<file path="src/rtl/irq_ctrl_pkg.sv">
// Shared parameters and types for the interrupt controller slice.
package irq_ctrl_pkg;

   localparam int NUM_IRQ = 8;
   localparam int ID_W    = $clog2(NUM_IRQ);

   typedef enum logic {IDLE, PRESENT} irq_state_t;

   typedef logic [ID_W-1:0] irq_id_t;

endpackage

</file>
<file path="src/rtl/irq_prio_enc.sv">
// Priority encoder: reports the highest set request index and whether any bit is set.
module irq_prio_enc #(
   parameter int NUM_IRQ = 8,
   parameter int ID_W    = $clog2(NUM_IRQ)
) (
   input  logic [NUM_IRQ-1:0] req,
   output logic [ID_W-1:0]    id,
   output logic               valid
);

   // Ascending scan so the last (highest) set bit overwrites lower ones.
   always_comb begin
      id    = '0;
      valid = 1'b0;
      for (int i = 0; i < NUM_IRQ; i++) begin
         if (req[i]) begin
            id    = ID_W'(i);
            valid = 1'b1;
         end
      end
   end

endmodule

</file>
<file path="src/rtl/irq_controller.sv">
// Interrupt controller: pending capture, masking, priority arbitration,
// CPU req/ack presentation and in-service tracking with EOI.
module irq_controller
   import irq_ctrl_pkg::*;
#(
   parameter int NUM_IRQ = irq_ctrl_pkg::NUM_IRQ,
   parameter int ID_W    = $clog2(NUM_IRQ)
) (
   input  logic               clk,
   input  logic               rst_n,
   input  logic [NUM_IRQ-1:0] irq_src,
   input  logic [NUM_IRQ-1:0] edge_sel,
   input  logic [NUM_IRQ-1:0] irq_mask,
   input  logic               cpu_ack,
   input  logic               cpu_eoi,
   output logic               cpu_irq,
   output logic [ID_W-1:0]    cpu_irq_id,
   output logic [NUM_IRQ-1:0] in_service
);

   irq_state_t         state;
   logic [NUM_IRQ-1:0] pending;
   logic [NUM_IRQ-1:0] pending_nxt;
   logic [NUM_IRQ-1:0] prev_src;
   logic [NUM_IRQ-1:0] prev_sel;
   logic [NUM_IRQ-1:0] elig;
   logic [NUM_IRQ-1:0] ack_vec;
   logic [NUM_IRQ-1:0] eoi_vec;
   logic [ID_W-1:0]    best;
   logic [ID_W-1:0]    isr_top;
   logic               elig_valid;
   logic               isr_valid;
   logic               ack_fire;
   logic               cand;

   assign elig     = pending & ~irq_mask;
   assign ack_fire = (state == PRESENT) && cpu_ack;
   assign cand     = elig_valid && (!isr_valid || (best > isr_top));

   irq_prio_enc #(.NUM_IRQ(NUM_IRQ), .ID_W(ID_W)) u_elig_enc (
      .req   (elig),
      .id    (best),
      .valid (elig_valid)
   );

   irq_prio_enc #(.NUM_IRQ(NUM_IRQ), .ID_W(ID_W)) u_isr_enc (
      .req   (in_service),
      .id    (isr_top),
      .valid (isr_valid)
   );

   // Edge lines: a new rising edge beats a same-cycle ack; a mode change always clears.
   always_comb begin
      ack_vec = '0;
      eoi_vec = '0;
      if (ack_fire) ack_vec[cpu_irq_id] = 1'b1;
      if (cpu_eoi && isr_valid) eoi_vec[isr_top] = 1'b1;
      pending_nxt = ((edge_sel & ((irq_src & ~prev_src) | (pending & ~ack_vec)))
                    | (~edge_sel & irq_src))
                    & ~(edge_sel ^ prev_sel);
   end

   always_ff @(posedge clk or negedge rst_n) begin
      if (!rst_n) begin
         pending  <= '0;
         prev_src <= '0;
         prev_sel <= '0;
      end else begin
         pending  <= pending_nxt;
         prev_src <= irq_src;
         prev_sel <= edge_sel;
      end
   end

   always_ff @(posedge clk or negedge rst_n) begin
      if (!rst_n) begin
         state      <= IDLE;
         cpu_irq    <= 1'b0;
         cpu_irq_id <= '0;
         in_service <= '0;
      end else begin
         in_service <= (in_service & ~eoi_vec) | ack_vec;
         case (state)
            IDLE: begin
               if (cand) begin
                  state      <= PRESENT;
                  cpu_irq    <= 1'b1;
                  cpu_irq_id <= best;
               end
            end
            PRESENT: begin
               // The presented id stays frozen; only ack or withdrawal ends it.
               if (cpu_ack || !elig[cpu_irq_id]) begin
                  state   <= IDLE;
                  cpu_irq <= 1'b0;
               end
            end
            default: begin
               state   <= IDLE;
               cpu_irq <= 1'b0;
            end
         endcase
      end
   end

endmodule

</file>
<file path="config.mk">
export PLATFORM = sky130hd
export DESIGN_NAME = irq_controller
export DESIGN_NICKNAME = d
export VERILOG_FILES = /design/src/rtl/irq_ctrl_pkg.sv /design/src/rtl/irq_prio_enc.sv /design/src/rtl/irq_controller.sv
export SDC_FILE = /design/constraint.sdc
export NUM_CORES = 1
export LEC_CHECK = 0
export ABC_AREA = 1
export ABC_CLOCK_PERIOD_IN_PS = 1900
export BUFFER_PORTS_ARGS = -buffer_cell sky130_fd_sc_hd__buf_2
export CORE_MARGIN = 2
export CORE_UTILIZATION = 46
export DETAILED_ROUTE_END_ITERATION = 6
export GPL_TIMING_DRIVEN = 0
export HOLD_SLACK_MARGIN = 0.15
export PLACE_DENSITY = 0.83
export SYNTH_ARGS = -nofsm -noshare
export SYNTH_HDL_FRONTEND = slang
export SYNTH_SLANG_ARGS = --single-unit
</file>
<file path="constraint.sdc">
create_clock -name clk -period 1.9 [get_ports clk]
set_clock_uncertainty 0.15 [all_clocks]
set_input_delay 0.475 -clock clk [delete_from_list [all_inputs] [get_ports clk]]
set_output_delay 0.475 -clock clk [all_outputs]
set_load 0.02 [all_outputs]
</file>
# Yosys cells after proc, flatten, opt, wreduce, memory -nomap -nowiden
# Index checks and enable logic that the tools add are counted.
[word_totals] ff_bits=37
[classes] reduce_logical=11 n_eq_ne=2 muxes=44 bitwise_logic=18 order_cmp=5
[op_table] operator="8-bit bitwise AND" n=7
[op_table] operator="8-bit NOT" n=6
[op_table] operator="1-bit 2-to-1 mux" n=25
[op_table] operator="3-bit 2-to-1 mux" n=8
[op_table] operator="8-bit bitwise OR" n=3
[op_table] operator="8-bit 2-to-1 mux" n=2
[op_table] operator="3-bit by 4-bit < comparator with 1-bit output (second input constant)" n=2
[op_table] operator="2-bit 2-to-1 mux" n=4
[op_table] operator="8-bit XOR" n=1
[op_table] operator="1-bit demux with 3-bit select" n=2
[op_table] operator="3-bit by 1-bit greater-or-equal comparator with 1-bit output (second input constant)" n=2
[op_table] operator="1-bit logical AND" n=5
[op_table] operator="1-bit one-hot mux with 2 select lines" n=2
[op_table] operator="2-bit AND reduction" n=2
[op_table] operator="1-bit binary-select mux with 3-bit select" n=1
[op_table] operator="3-bit greater-than comparator" n=1
[op_table] operator="1-bit zero test" n=2
[op_table] operator="1-bit logical OR" n=2
[op_table] operator="2-bit by 1-bit != test with 1-bit output (second input constant)" n=1
[op_table] operator="2-bit != test (second input constant)" n=1
[op_table] operator="1-bit NOT" n=1

# Logic depth before layout (Yosys ltp)
# Gate-level depths: netlist of the first run.
[depth] word_depth=15 ltp_mapped=17 mapped_depth_nobuf=17

# By module
# Synthesis of the first run repeated with hierarchy kept, for this count alone.
[hier_totals] hier_cells=213 area_unflattened_um2=1767.9
[by_module_without_submodules] module="irq_controller" area_per_inst_um2=1612.8 cells_each=173 seq_area_each_um2=925.9 instances=1
[by_module_without_submodules] module="irq_prio_enc" area_per_inst_um2=77.6 cells_each=20 seq_area_each_um2=0.0 instances=2

# Least setup slack after synthesis of the first run
# Ideal clock, no wire load.
[synth_path] kind="in2reg" start="in irq_mask[2]" end="reg cpu_irq_id[1]" path_slack_ps=-98 arrival_ps=1730 setup_time_ps=118 n_path_buf=0 cell_stages=15 cell_sequence="inv_1 > nand2_1 > inv_1 > o21a_1 > o21ai_0 > nand2_1 > nand2_1 > inv_1 > ha_1 > nand4_1 > nand2_1 > nand2_2 > nand2_2 > nand2_1 > nand2_1"
[synth_between] elab_chain_cells=12 word_cells_on_any_way=18 cone_classes="order compare (1); mux (12); bitwise (2); reduce/logical (3)"
[synth_rtl] item="start, declared" line_no="irq_controller.sv:13" text="input logic [NUM_IRQ-1:0] irq_mask,"
[synth_rtl] item="8-bit NOT *" line_no="irq_controller.sv:36" text="assign elig = pending & ~irq_mask;"
[synth_rtl] item="8-bit bitwise AND *" line_no="irq_controller.sv:36"
[synth_rtl] item="2-bit 2-to-1 mux (2 in series)" line_no="irq_prio_enc.sv:16" text="if (req[i]) begin"
[synth_rtl] item="3-bit 2-to-1 mux (4 in series)" line_no="irq_prio_enc.sv:16"
[synth_rtl] item="3-bit greater-than comparator" line_no="irq_controller.sv:38" text="assign cand = elig_valid && (!isr_valid || (best > isr_top));"
[synth_rtl] item="1-bit logical OR" line_no="irq_controller.sv:38"
[synth_rtl] item="1-bit logical AND" line_no="irq_controller.sv:38"
[synth_rtl] item="2-bit AND reduction (no line)"
[synth_rtl] item="end signal, assigned" line_no="irq_controller.sv:88" text="cpu_irq_id <= best;"
[synth_rtl] item="end, declared" line_no="irq_controller.sv:17" text="output logic [ID_W-1:0] cpu_irq_id,"
# Every way passes the cells marked *; elsewhere a longest branch is shown, timed or not.
# A chain may end at the register's enable or synchronous reset.

# Worst setup path in the final report of the first run
[layout_path] start="reg pending[2]" end="reg cpu_irq_id[2]"
[layout_between] elab_chain_cells=11 word_cells_on_any_way=17 cone_classes="order compare (1); mux (12); bitwise (1); reduce/logical (3)"
[layout_rtl] item="start, declared" line_no="irq_controller.sv:22" text="logic [NUM_IRQ-1:0] pending;"
[layout_rtl] item="start signal, assigned" line_no="irq_controller.sv:69" text="pending <= pending_nxt;"
[layout_rtl] item="8-bit bitwise AND *" line_no="irq_controller.sv:36"
[layout_rtl] item="2-bit 2-to-1 mux (2 in series)" line_no="irq_prio_enc.sv:16"
[layout_rtl] item="3-bit 2-to-1 mux (4 in series)" line_no="irq_prio_enc.sv:16"
[layout_rtl] item="3-bit greater-than comparator" line_no="irq_controller.sv:38"
[layout_rtl] item="1-bit logical OR" line_no="irq_controller.sv:38"
[layout_rtl] item="1-bit logical AND *" line_no="irq_controller.sv:38"
[layout_rtl] item="2-bit AND reduction (no line) *"
# Marked as above.

==> summary.md, run 1 <==
| Metric | Value |
|---|---|
| Status | finished with violations |
| Failing checks | setup timing |
| Worst Setup End Kind | flip-flop |
| Hpwl dp | 2770 microns |
| Die H | 65.5 microns |
| Vias in the first global route | 1,594 |
| CTS buffer count | 5 |
| Core Region | 0.00366 sq mm |
| Initial Util | 47.6% |
| Worst Hold End | prev_src[0]$_DFF_PN0_ |
| Peak supply drop | 0.000728 V |
| Startpoint Class | flip-flop |
| Synth Register Bits | 37 |
| Setup Viol. Count Final | 5 |
| Net Count, Synth | 235 |
| Cell count of the worst reg-to-reg path | 16 |
| Drc violations | 0 |
| Initial drt markers | 60 |
| Slew HR | 47.7% |
| H-tree depth | 2 |
| Avg WL per Cell | 12.0 microns |
| RR Startpoint | pending[2]$_DFF_PN0_ |
| Layout cells sized above 1 | 26.8% |
| Syn Area/Cell | 8.50 sq um |
| Top Family by Delay on Critical Path | simple AND/OR/NAND/NOR gates |
| Root buffer cell | clkbuf_8 |
| Worst Tran Pin Value | 784 ps |
| Via Count | 1,552 |
| Worst R2R Setup Slack | -60 ps |
| CP startpoint | pending[2]$_DFF_PN0_ |
| Global-route wire length before repair | 6690 microns |
| N_diodes | 0 |
| Final hold vios | 0 |
| Count of different cell masters after synthesis | 24 |
| Max frequency | 509 MHz |
| PwrDens | 1340 mW/mm^2 |
| Critical setup path kind | reg2reg |
| Peak fanout along the critical path | 5 |
| R2R Path End | cpu_irq_id[2]$_DFFE_PN0P_ |
| Global Route Usage Sum | 20.2% |
| First drt pass iteration count | 5 |
| I/O pin count | 40 |
| IO Port Bufs | 39 |
| GP Congestion | 0.924 |
| Min-delay src | irq_src[0] |
| Die W | 65.5 microns |
| # Max-Cap Violations | 0 |
| Cell Area, Synth | 0.00174 sq mm |
| Fin crit share | 103% |
| Initial antenna violation count | 0 |
| Crit-path slowest cell | dfrtp_1 |
| YS warnings | 0 |
| CP Data Required Time | 1930 ps |
| Final Max Slew Viols | 0 |
| CTS tree | done |
| Pleak | 1.17 nW |
| Tmin final | 1960 ps |
| Rows | 22 |
| CP bufs+invs | 3 |
| Fin Hold WS | 156 ps |
| Cells along the critical path | nand2_4 > inv_2 > o21a_1 > o21ai_1 > nand2_1 > nand2_2 > inv_2 > ha_4 > inv_2 > nand4_1 > nand2_1 > nand2_1 > nand2_2 > nand2_4 > nand2_1 > nand2_1 |
| CTS clock-pin slew for the worst setup and hold paths | 70 ps |
| Area grow syn2layout | 27.1% |
| Final net count | 290 |
| Hold Crit Class | in2reg |
| Drt total wl | 3700 microns |
| Arrival time worst endpoint | 1990 ps |
| Most used cell, CP | nand2_1 |
| Seq/Total Area, Yosys | 53.2% |
| Setup ws final | -63.0 ps |
| Vias/cell | 5.02 |
| CTS Buffer Depth | 2 |
| Grt ovf | 0 |
| Die area | 0.00429 sq mm |
| Crit-path max cell delay | 400 ps |
| Hold depth | 1 |
| Mapped Cells | 205 |
| Largest net degree at the start of global routing | 38 |
| Post-route ant nets | 0 |
| Unrepaired setup endpoints after global routing | true |
| Total power | 2.97 mW |
| Clk_lat worst skew | 290 ps |
| Sinks on Clock Net | 37 |
-- sequential cells by signal, summed over array words and instances, names as in the netlist --
| signal | cells |
|---|---|
| cpu_irq_id | 3 |
| prev_src | 8 |
| in_service | 8 |
| prev_sel | 8 |
| cpu_irq | 1 |
| state | 1 |
| pending | 8 |
-- layer usage --
metal  vias to the layer above  track usage [%]  part of all wire, %
met5                         -                0                    0
li1                        768                -                    -
met4                         0             8.85                  1.6
met2                        39             34.2                   50
met1                       738             24.9                   43
met3                         7             4.11                  5.4
-- cells by family after synthesis --
kind of cell,Yosys count,synth area share (%)
and+or+nand+nor,83,20.5
DFF,37,53.2
AOI/OAI and AO/OA,41,13.9
buffers and inverters,35,7.54
adders and majority gates,2,1.44
xor gates and xnor gates,7,3.52
-- what timing repair did --
action / in CTS / in global routing
endpoints found under the setup margin: 5 / 5
endpoints found under the hold margin: 28 / 3
setup buffers: 4 / 0
hold buffers: 2 / 3
gates resized for setup: 2 / 4
pin swaps: 11 / 2
-- area by class of cell --
cell class,instances,area [sq um]
clock buffer,8,90.1
tap,48,60.1
fill,334,1450
multi-input combinational,133,722
sequential,37,927
inverter,35,139
timing repair buffer,48,275
-- placed cells by master (no fill, tap or decap), drive strengths merged, types with 3 or more instances in the layout --
cell type     n
nand4         3
dfrtp        37
o211ai        8
clkbuf        8
buf          43
a21oi         9
nand2        56
nor2         12
o21ai        17
xor2          7
dlygate4sd3   5
nand3        10
inv          34
-- per-stage QoR --
step	worst slack, ps	instance area (sq um)	TNS, ps	util, %	instances
floorplan	-10.7	1770	-22.3	-	205
global placement	-320	2030	-1510	55.3	292
detailed placement	-361	2030	-1650	55.3	292
CTS	-44.7	2170	-139	59.3	306
global route	-225	2210	-941	60.5	309
finish	-63.0	2210	-206	60.5	309
-- worst register-to-register path, delay by kind of cell, from the launching register on --
family / cells / cell delay, ps
AO/OA/AOI/OAI: 2 / 290
adder cells (fa/ha/maj): 1 / 140
buffers and inverters: 3 / 130
flip-flops: 1 / 400
AND/OR/NAND/NOR: 10 / 740
-- cells in the mapped netlist --
master	number	area [sq um]
o21ai_1	6	30.0
nand2_2	6	37.5
nor3_1	1	5.00
o2111ai_1	1	8.76
a32oi_1	1	8.76
a21oi_1	9	45.0
dfrtp_1	37	926
nand4_1	3	18.8
nor2_1	11	41.3
inv_1	33	124
o211ai_1	8	60.1
clkinv_1	1	3.75
o22ai_1	1	6.26
nand2_1	50	188
ha_1	2	25.0
a31oi_1	2	12.5
a21o_1	1	7.51
inv_2	1	3.75
nand3_1	10	50.1
nor3_2	1	10.0
o21ai_0	11	55.1
nor2_2	1	6.26
o21a_1	1	7.51
xor2_1	7	61.3
-- power by group --
| group | internal, mW | leakage, nW | switching, mW |
|---|---|---|---|
| registers | 0.932 | 0.458 | 0.134 |
| clock network | 0.295 | 0.0455 | 0.259 |
| logic | 0.476 | 0.667 | 0.872 |
-- worst max-delay path by stage --
stage / endpoint / slack, ps / depth (start not counted)
floorplan: cpu_irq_id[1]$_DFFE_PN0P_ / -10 / 17
global placement: cpu_irq_id[2]$_DFFE_PN0P_ / -320 / 18
detailed placement: cpu_irq_id[1]$_DFFE_PN0P_ / -360 / 18
CTS: cpu_irq_id[2]$_DFFE_PN0P_ / -40 / 16
global route: cpu_irq_id[2]$_DFFE_PN0P_ / -230 / 16
finish: cpu_irq_id[2]$_DFFE_PN0P_ / -60 / 16
Power figures use the tool's default switching activity.
==> inputs of run 2 (changes only) <==
ABC_AREA = default   (was 1)
GPL_ROUTABILITY_DRIVEN = 0   (was default)
==> run 2 against run 1 <==
The run still ends with setup timing left. Global-route usage rose by 1.1 points. Cell count down 8.1%. Sequential share of layout area fell by 4.0 points. Flip-flop and latch count unchanged. Via count is 1.0% lower. Power increased by 20%.
==> summary.md, run 2 <==
| Metric | Value |
|---|---|
| Peak supply drop | 0.000674 V (-7.4%) |
| Vias/cell | 5.41 (+7.7%) |
| Startpoint Class | flip-flop |
| Final Max Slew Viols | 0 (unchanged) |
| Worst Tran Pin Value | 814 ps (+30.0 ps) |
| Die area | 0.00431 sq mm (+0.41%) |
| Logic pwr share | 49.7% (+4.3 points) |
| Fin crit share | 120% (+17 points) |
| First drt pass iteration count | 4 (-1) |
| Top cells by area, synth | dfrtp_1 (53%), o21ai_0 (5.4%), nor2_1 (4.7%) |
| CTS tree | done |
| Die H | 65.7 microns (+0.21%) |
| Initial antenna violation count | 0 (unchanged) |
| Drt total wl | 4450 microns (+21%) |
| Drc violations | 0 (unchanged) |
| Hold Crit Class | in2reg |
| Avg WL per Cell | 15.7 microns (+31%) |
| H-tree depth | 2 (unchanged) |
| Grt ovf | 0 (unchanged) |
| Sw frac | 38.2% (-4.4 points) |
| Asr flop ratio synth | 100% (unchanged) |
| Failing checks | setup timing |
| Final hold vios | 0 (unchanged) |
| N_diodes | 0 (unchanged) |
| Mapped Cells | 165 (-20%) |
| Syn Area/Cell | 10.6 sq um (+25%) |
| Most common cell in the netlist | dfrtp_1 |
| PwrDens | 1450 mW/mm^2 (+8.0%) |
| Peak fanout along the critical path | 3 (-2) |
| Vias in the first global route | 1,442 (-9.5%) |
| Rows | 22 (unchanged) |
| Cell Area, Synth | 0.00175 sq mm (+0.43%) |
| EDFF count, synth | 0 (unchanged) |
| R2R Path End | cpu_irq_id[2]$_DFFE_PN0P_ |
| Worst Hold End | prev_src[7]$_DFF_PN0_ |
| Status | finished with violations |
| Unrepaired setup endpoints after global routing | true |
| Min-delay src | irq_src[7] |
| # Max-Cap Violations | 0 (unchanged) |
| Post-synth top cells | dfrtp_1 (37), nor2_1 (22), nand2_1 (19), o21ai_0 (19) |
| Seq/Total Area, Yosys | 52.9% (-0.23 points) |
| Slew HR | 45.7% (-2.0 points) |
| Sinks on Clock Net | 37 (unchanged) |
| CTS buffer count | 5 (unchanged) |
| Cell count of the worst reg-to-reg path | 9 (-7) |
| Top_reg_cell synth | dfrtp_1 |
| Post-route insts no fill | 284 (-8.1%) |
| YS warnings | 0 (unchanged) |
| Initial Util | 47.8% (+0.21 points) |
| Largest net degree at the start of global routing | 38 (unchanged) |
| Layout cells sized above 1 | 43.6% (+17 points) |
| I/O pin count | 40 (unchanged) |
| CTS clock-pin slew for the worst setup and hold paths | 80 ps (about the same) |
| CP Data Required Time | 1930 ps (about the same) |
| Hpwl dp | 2890 microns (+4.4%) |
| Area grow syn2layout | 41.0% |
| Hold depth | 1 (unchanged) |
| Worst R2R Setup Slack | -380 ps (-320 ps) |
| Pleak | 1.18 nW (+0.90%) |
| Max frequency | 439 MHz (-14%) |
| Global Route Usage Sum | 21.3% (+1.1 points) |
| Fill count | 269 (-19%) |
| Die W | 65.7 microns (+0.21%) |
| Arrival time worst endpoint | 2310 ps (+320 ps) |
| Net Count, Synth | 195 (-17%) |
| Synth top area share | 52.9% (-0.23 points) |
| Commonest non-fill, non-tap cells in the layout | buf_2 (39), dfrtp_1 (31), nor2_1 (20) |
| Synth Register Bits | 37 (unchanged) |
| Most common cell after layout, fill and taps aside | buf_2 |
| Tmin final | 2280 ps (+315 ps) |
| Setup ws final | -378 ps (-315 ps) |
| Core Region | 0.00366 sq mm (unchanged) |
| Count of different cell masters after synthesis | 43 (+79%) |
| Critical setup path kind | reg2reg |
| Via Count | 1,536 (-1.0%) |
| Clk_lat worst skew | 290 ps (about the same) |
| RR Startpoint | in_service[2]$_DFF_PN0_ |
| Fin Hold WS | 156 ps (-0.00500 ps) |
| CTS Buffer Depth | 2 (unchanged) |
| Clock power share | 19.2% (+0.5 points) |
| Int Pwr | 2.21 mW (+29%) |
| Worst Setup End Kind | flip-flop |
| Inst Count DP | 252 (-14%) |
| Sw Pwr | 1.37 mW (+7.9%) |
| Largest area contributor in the netlist | dfrtp_1 |
| IO Port Bufs | 39 (unchanged) |
| Final net count | 265 (-8.6%) |
| Post-route ant nets | 0 (unchanged) |
| Total power | 3.57 mW (+20%) |
| Setup Viol. Count Final | 6 (+1) |
| Initial drt markers | 76 (+27%) |
| Root buffer cell | clkbuf_8 |
| Reg power frac | 31.1% (-4.8 points) |
| Global-route wire length before repair | 6720 microns (+0.51%) |
run 2: worst max-delay path, cell delays in order (launching register included):
cell and delay [ps]:
dfrtp_2 410, nand2b_4 140, a21oi_2 110, nor2_1 60, o21ba_2 210, inv_2 100
ha_4 210, a31o_4 230, o22ai_4 220, mux2_4 320
run 2: cells by family (layout without fill, tap and decap cells):
| family | Yosys count | in the layout | synth area share [%] |
|---|---|---|---|
| AO/OA/AOI/OAI | 39 | 39 | 15.5 |
| adder cells (fa/ha/maj) | 2 | 2 | 1.43 |
| buffers and inverters | 7 | 78 | 1.50 |
| flip-flops | 37 | 37 | 52.9 |
| multiplexers | 5 | 5 | 4.86 |
| AND/OR/NAND/NOR | 75 | 75 | 23.8 |
run 2: cell type report:
cell class | instances | area [sq um] | share of cell area, %
multi-input cells | 121 | 916 | 37.1
clock buffers | 5 | 68.8 | 2.79
clock inverters | 3 | 46.3 | 1.88
well taps | 48 | 60.1 | 2.44
plain buffers | 1 | 3.75 | 0.152
inverters | 5 | 18.8 | 0.761
repair buffers | 64 | 419 | 17.0
flip-flops and latches | 37 | 933 | 37.8
run 2: repair_timing:
item	4_1_cts	5_1_grt
hold endpoints to repair	43	1
hold buffers	7	1
resized for setup	3	19
setup buffers	8	9
setup endpoints to repair	7	9
pin swaps	6	10
run 2: worst max path at each step:
stage	depth (start not counted)	slack, ps	endpoint	start
2_1_floorplan	9	-350	cpu_irq_id[1]$_DFFE_PN0P_	in_service[2]$_DFF_PN0_
3_3_place_gp	10	-630	cpu_irq_id[2]$_DFFE_PN0P_	irq_mask[2]
3_5_place_dp	10	-640	cpu_irq_id[2]$_DFFE_PN0P_	irq_mask[2]
4_1_cts	9	-250	cpu_irq_id[1]$_DFFE_PN0P_	in_service[2]$_DFF_PN0_
5_1_grt	9	-440	cpu_irq_id[2]$_DFFE_PN0P_	in_service[3]$_DFF_PN0_
6_report	9	-380	cpu_irq_id[2]$_DFFE_PN0P_	in_service[2]$_DFF_PN0_
run 2: routing by layer:
layer,share of wire (%),routed length (microns),vias to the layer above,track usage (%)
met1,45,1980,754,27.4
li1,-,-,729,-
met4,2.0,91,0,10.2
met5,0,0,-,0
met3,3.7,165,11,4.79
met2,50,2210,42,33.8
run 2: power groups by stage:
stage | clock network (mW) | logic (mW) | registers (mW)
2_1_floorplan | 0 | 0.910 | 1.18
3_3_place_gp | 0 | 1.30 | 1.07
3_5_place_dp | 0 | 1.35 | 1.08
4_1_cts | 0.689 | 1.48 | 1.06
5_1_grt | 0.732 | 1.91 | 1.14
6_report | 0.684 | 1.78 | 1.11
run 2: stage by stage:
step | utilization, % | worst slack (ps) | cell area, sq um | setup TNS [ps]
CTS | 63.1 | -253 | 2310 | -1350
finish | 67.4 | -378 | 2470 | -1640
detailed placement | 56.2 | -644 | 2060 | -2650
floorplan | - | -349 | 1800 | -1040
global route | 67.4 | -444 | 2470 | -2150
global placement | 56.2 | -627 | 2060 | -2450
==> inputs of run 3 (changes only) <==
SETUP_SLACK_MARGIN = 0.05   (was default)
==> run 3 against run 2 <==
The flow still finishes with violations (setup timing). Sequential power about the same. Critical path type unchanged. Routed wire length grew 0.22%. Register-to-register slack about the same.
==> summary.md, run 3 (same netlist as run 2, synthesis figures left out) <==
| Metric | Value |
|---|---|
| Status | finished with violations |
| Failing checks | setup timing |
| Peak supply drop | 0.000674 V (about the same) |
| Arrival time worst endpoint | 2320 ps (about the same) |
| Sinks on Clock Net | 37 (unchanged) |
| Grt ovf | 0 (unchanged) |
| Post-route ant nets | 0 (unchanged) |
| Placement Cell Area | 0.00206 sq mm (unchanged) |
| Global Route Usage Sum | 21.3% (+0.037 points) |
| Avg WL per Cell | 15.7 microns (-0.13%) |
| Cells along the critical path | nand2b_4 > a21oi_2 > nor2_1 > o21ba_2 > inv_2 > ha_4 > a31o_4 > o22ai_4 > mux2_4 |
| Global-route wire length before repair | 6730 microns (+0.21%) |
| Min-delay src | irq_src[7] |
| H-tree depth | 2 (unchanged) |
| Slew HR | 46.2% (+0.47 points) |
| Critical setup path kind | reg2reg |
| Via Count | 1,545 (+0.59%) |
| PwrDens | 1450 mW/mm^2 (-0.12%) |
| Cell count of the worst reg-to-reg path | 9 (unchanged) |
| CTS clock-pin slew for the worst setup and hold paths | 80 ps (about the same) |
| Initial antenna violation count | 0 (unchanged) |
| Die H | 65.7 microns (unchanged) |
| Max frequency | 437 MHz (-0.38%) |
| R2R Path End | cpu_irq_id[1]$_DFFE_PN0P_ |
| Rows | 22 (unchanged) |
| RR Startpoint | in_service[2]$_DFF_PN0_ |
| Core Region | 0.00366 sq mm (unchanged) |
| Setup Viol. Count Final | 5 (-1) |
| Area grow syn2layout | 41.3% |
| Worst R2R Setup Slack | -390 ps (about the same) |
| N_diodes | 0 (unchanged) |
| Largest net degree at the start of global routing | 38 (unchanged) |
| Unrepaired setup endpoints after global routing | true |
| Die W | 65.7 microns (unchanged) |
| CP Data Required Time | 1930 ps (about the same) |
| Worst Setup End Kind | flip-flop |
| CP endpoint | cpu_irq_id[1]$_DFFE_PN0P_ |
| Peak fanout along the critical path | 3 (unchanged) |
| Layout Cell Area excl Fill | 0.00247 sq mm (+0.20%) |
| Worst Tran Pin Value | 807 ps (-7.04 ps) |
| Commonest non-fill, non-tap cells in the layout | buf_2 (39), dfrtp_1 (31), nor2_1 (20) |
| Crit-path slowest cell | dfrtp_2 |
| Vias in the first global route | 1,438 (-0.28%) |
| First drt pass iteration count | 4 (unchanged) |
| Initial Util | 47.8% (unchanged) |
| CTS buffer count | 5 (unchanged) |
| Crit-path max cell delay | 410 ps (about the same) |
| Final net count | 266 (+0.38%) |
| Clk_lat worst skew | 290 ps (about the same) |
| Die area | 0.00431 sq mm (unchanged) |
| Hpwl dp | 2890 microns (unchanged) |
| Hold Crit Class | in2reg |
| Final hold vios | 0 (unchanged) |
| Inst Count DP | 252 (unchanged) |
| Final Max Slew Viols | 0 (unchanged) |
| Vias/cell | 5.42 (+0.23%) |
| Drc violations | 0 (unchanged) |
| Post-route insts no fill | 285 (+0.35%) |
| Initial drt markers | 75 (-1.3%) |
| CTS Buffer Depth | 2 (unchanged) |
| IO Port Bufs | 39 (unchanged) |
| I/O pin count | 40 (unchanged) |
| Tmin final | 2290 ps (+8.72 ps) |
| Fin crit share | 120% (+0.46 points) |
| Pleak | 1.18 nW (+0.36%) |
| Layout cells sized above 1 | 43.9% (+0.24 points) |
| CP startpoint | in_service[2]$_DFF_PN0_ |
| Root buffer cell | clkbuf_8 |
| Startpoint Class | flip-flop |
| CTS tree | done |
| # Max-Cap Violations | 0 (unchanged) |
| Setup ws final | -387 ps (-8.72 ps) |
| Fill count | 269 (unchanged) |
| Most common cell after layout, fill and taps aside | buf_2 |
| Drt total wl | 4460 microns (+0.22%) |
## run 3: power breakdown
| part | internal [mW] | switching, mW |
|---|---|---|
| combinational | 0.888 | 0.925 |
| sequential | 0.933 | 0.150 |
| clock | 0.392 | 0.286 |
| total | 2.21 | 1.36 |
## run 3: cell type report
type	count	area, sq um	share of cell area (%)
timing repair buffer	64	419	17.0
buffer	2	8.76	0.354
clock buffer	5	68.8	2.78
sequential	37	933	37.8
tap	48	60.1	2.43
clock inverter	3	46.3	1.87
inverter	5	18.8	0.759
multi-input combinational	121	916	37.1
## run 3: through the flow
stage / util (%) / TNS (ps) / setup WS (ps) / power, mW / hold slack (ps)
6_report: 67.5 / -1660 / -387 / 3.58 / 157
5_1_grt: 67.5 / -2150 / -444 / 3.79 / 153
4_1_cts: 63.1 / -1350 / -253 / 3.24 / 151
3_5_place_dp: 56.2 / -2650 / -644 / 2.44 / 322
3_3_place_gp: 56.2 / -2450 / -627 / 2.38 / 310
2_1_floorplan: - / -1040 / -349 / 2.09 / 29.4
## run 3: worst min path at each step
stage               slack, ps  cells after the start               endpoint
finish                    160                      1  prev_src[7]$_DFF_PN0_
global route              150                      1  prev_src[7]$_DFF_PN0_
CTS                       150                      1  prev_src[7]$_DFF_PN0_
detailed placement        320                      1    cpu_irq$_DFFE_PN0P_
global placement          310                      1    cpu_irq$_DFFE_PN0P_
floorplan                  30                      0    cpu_irq$_DFFE_PN0P_
## run 3: worst max-delay path: cells and delay by family (launching register included)
| kind | cells | cell delay (ps) |
|---|---|---|
| AND/OR/NAND/NOR | 2 | 200 |
| adder cells (fa/ha/maj) | 1 | 210 |
| multiplexers | 1 | 320 |
| flip-flops | 1 | 410 |
| AO/OA/AOI/OAI | 4 | 780 |
| buffers and inverters | 1 | 100 |
## run 3: layer usage
| metal | up-vias | part of all wire [%] | track usage, % |
|---|---|---|---|
| met4 | 0 | 1.5 | 10.2 |
| met2 | 44 | 51 | 33.8 |
| met5 | - | 0 | 0 |
| li1 | 731 | - | - |
| met1 | 763 | 43 | 27.5 |
| met3 | 7 | 4.9 | 4.79 |
## run 3: repair_timing
item / CTS / global route
endpoints found under the hold margin: 43 / 1
setup endpoints to repair: 7 / 9
pin swaps: 6 / 10
buffers inserted: 8 / 9
resized for setup: 3 / 21
hold buffers: 7 / 1
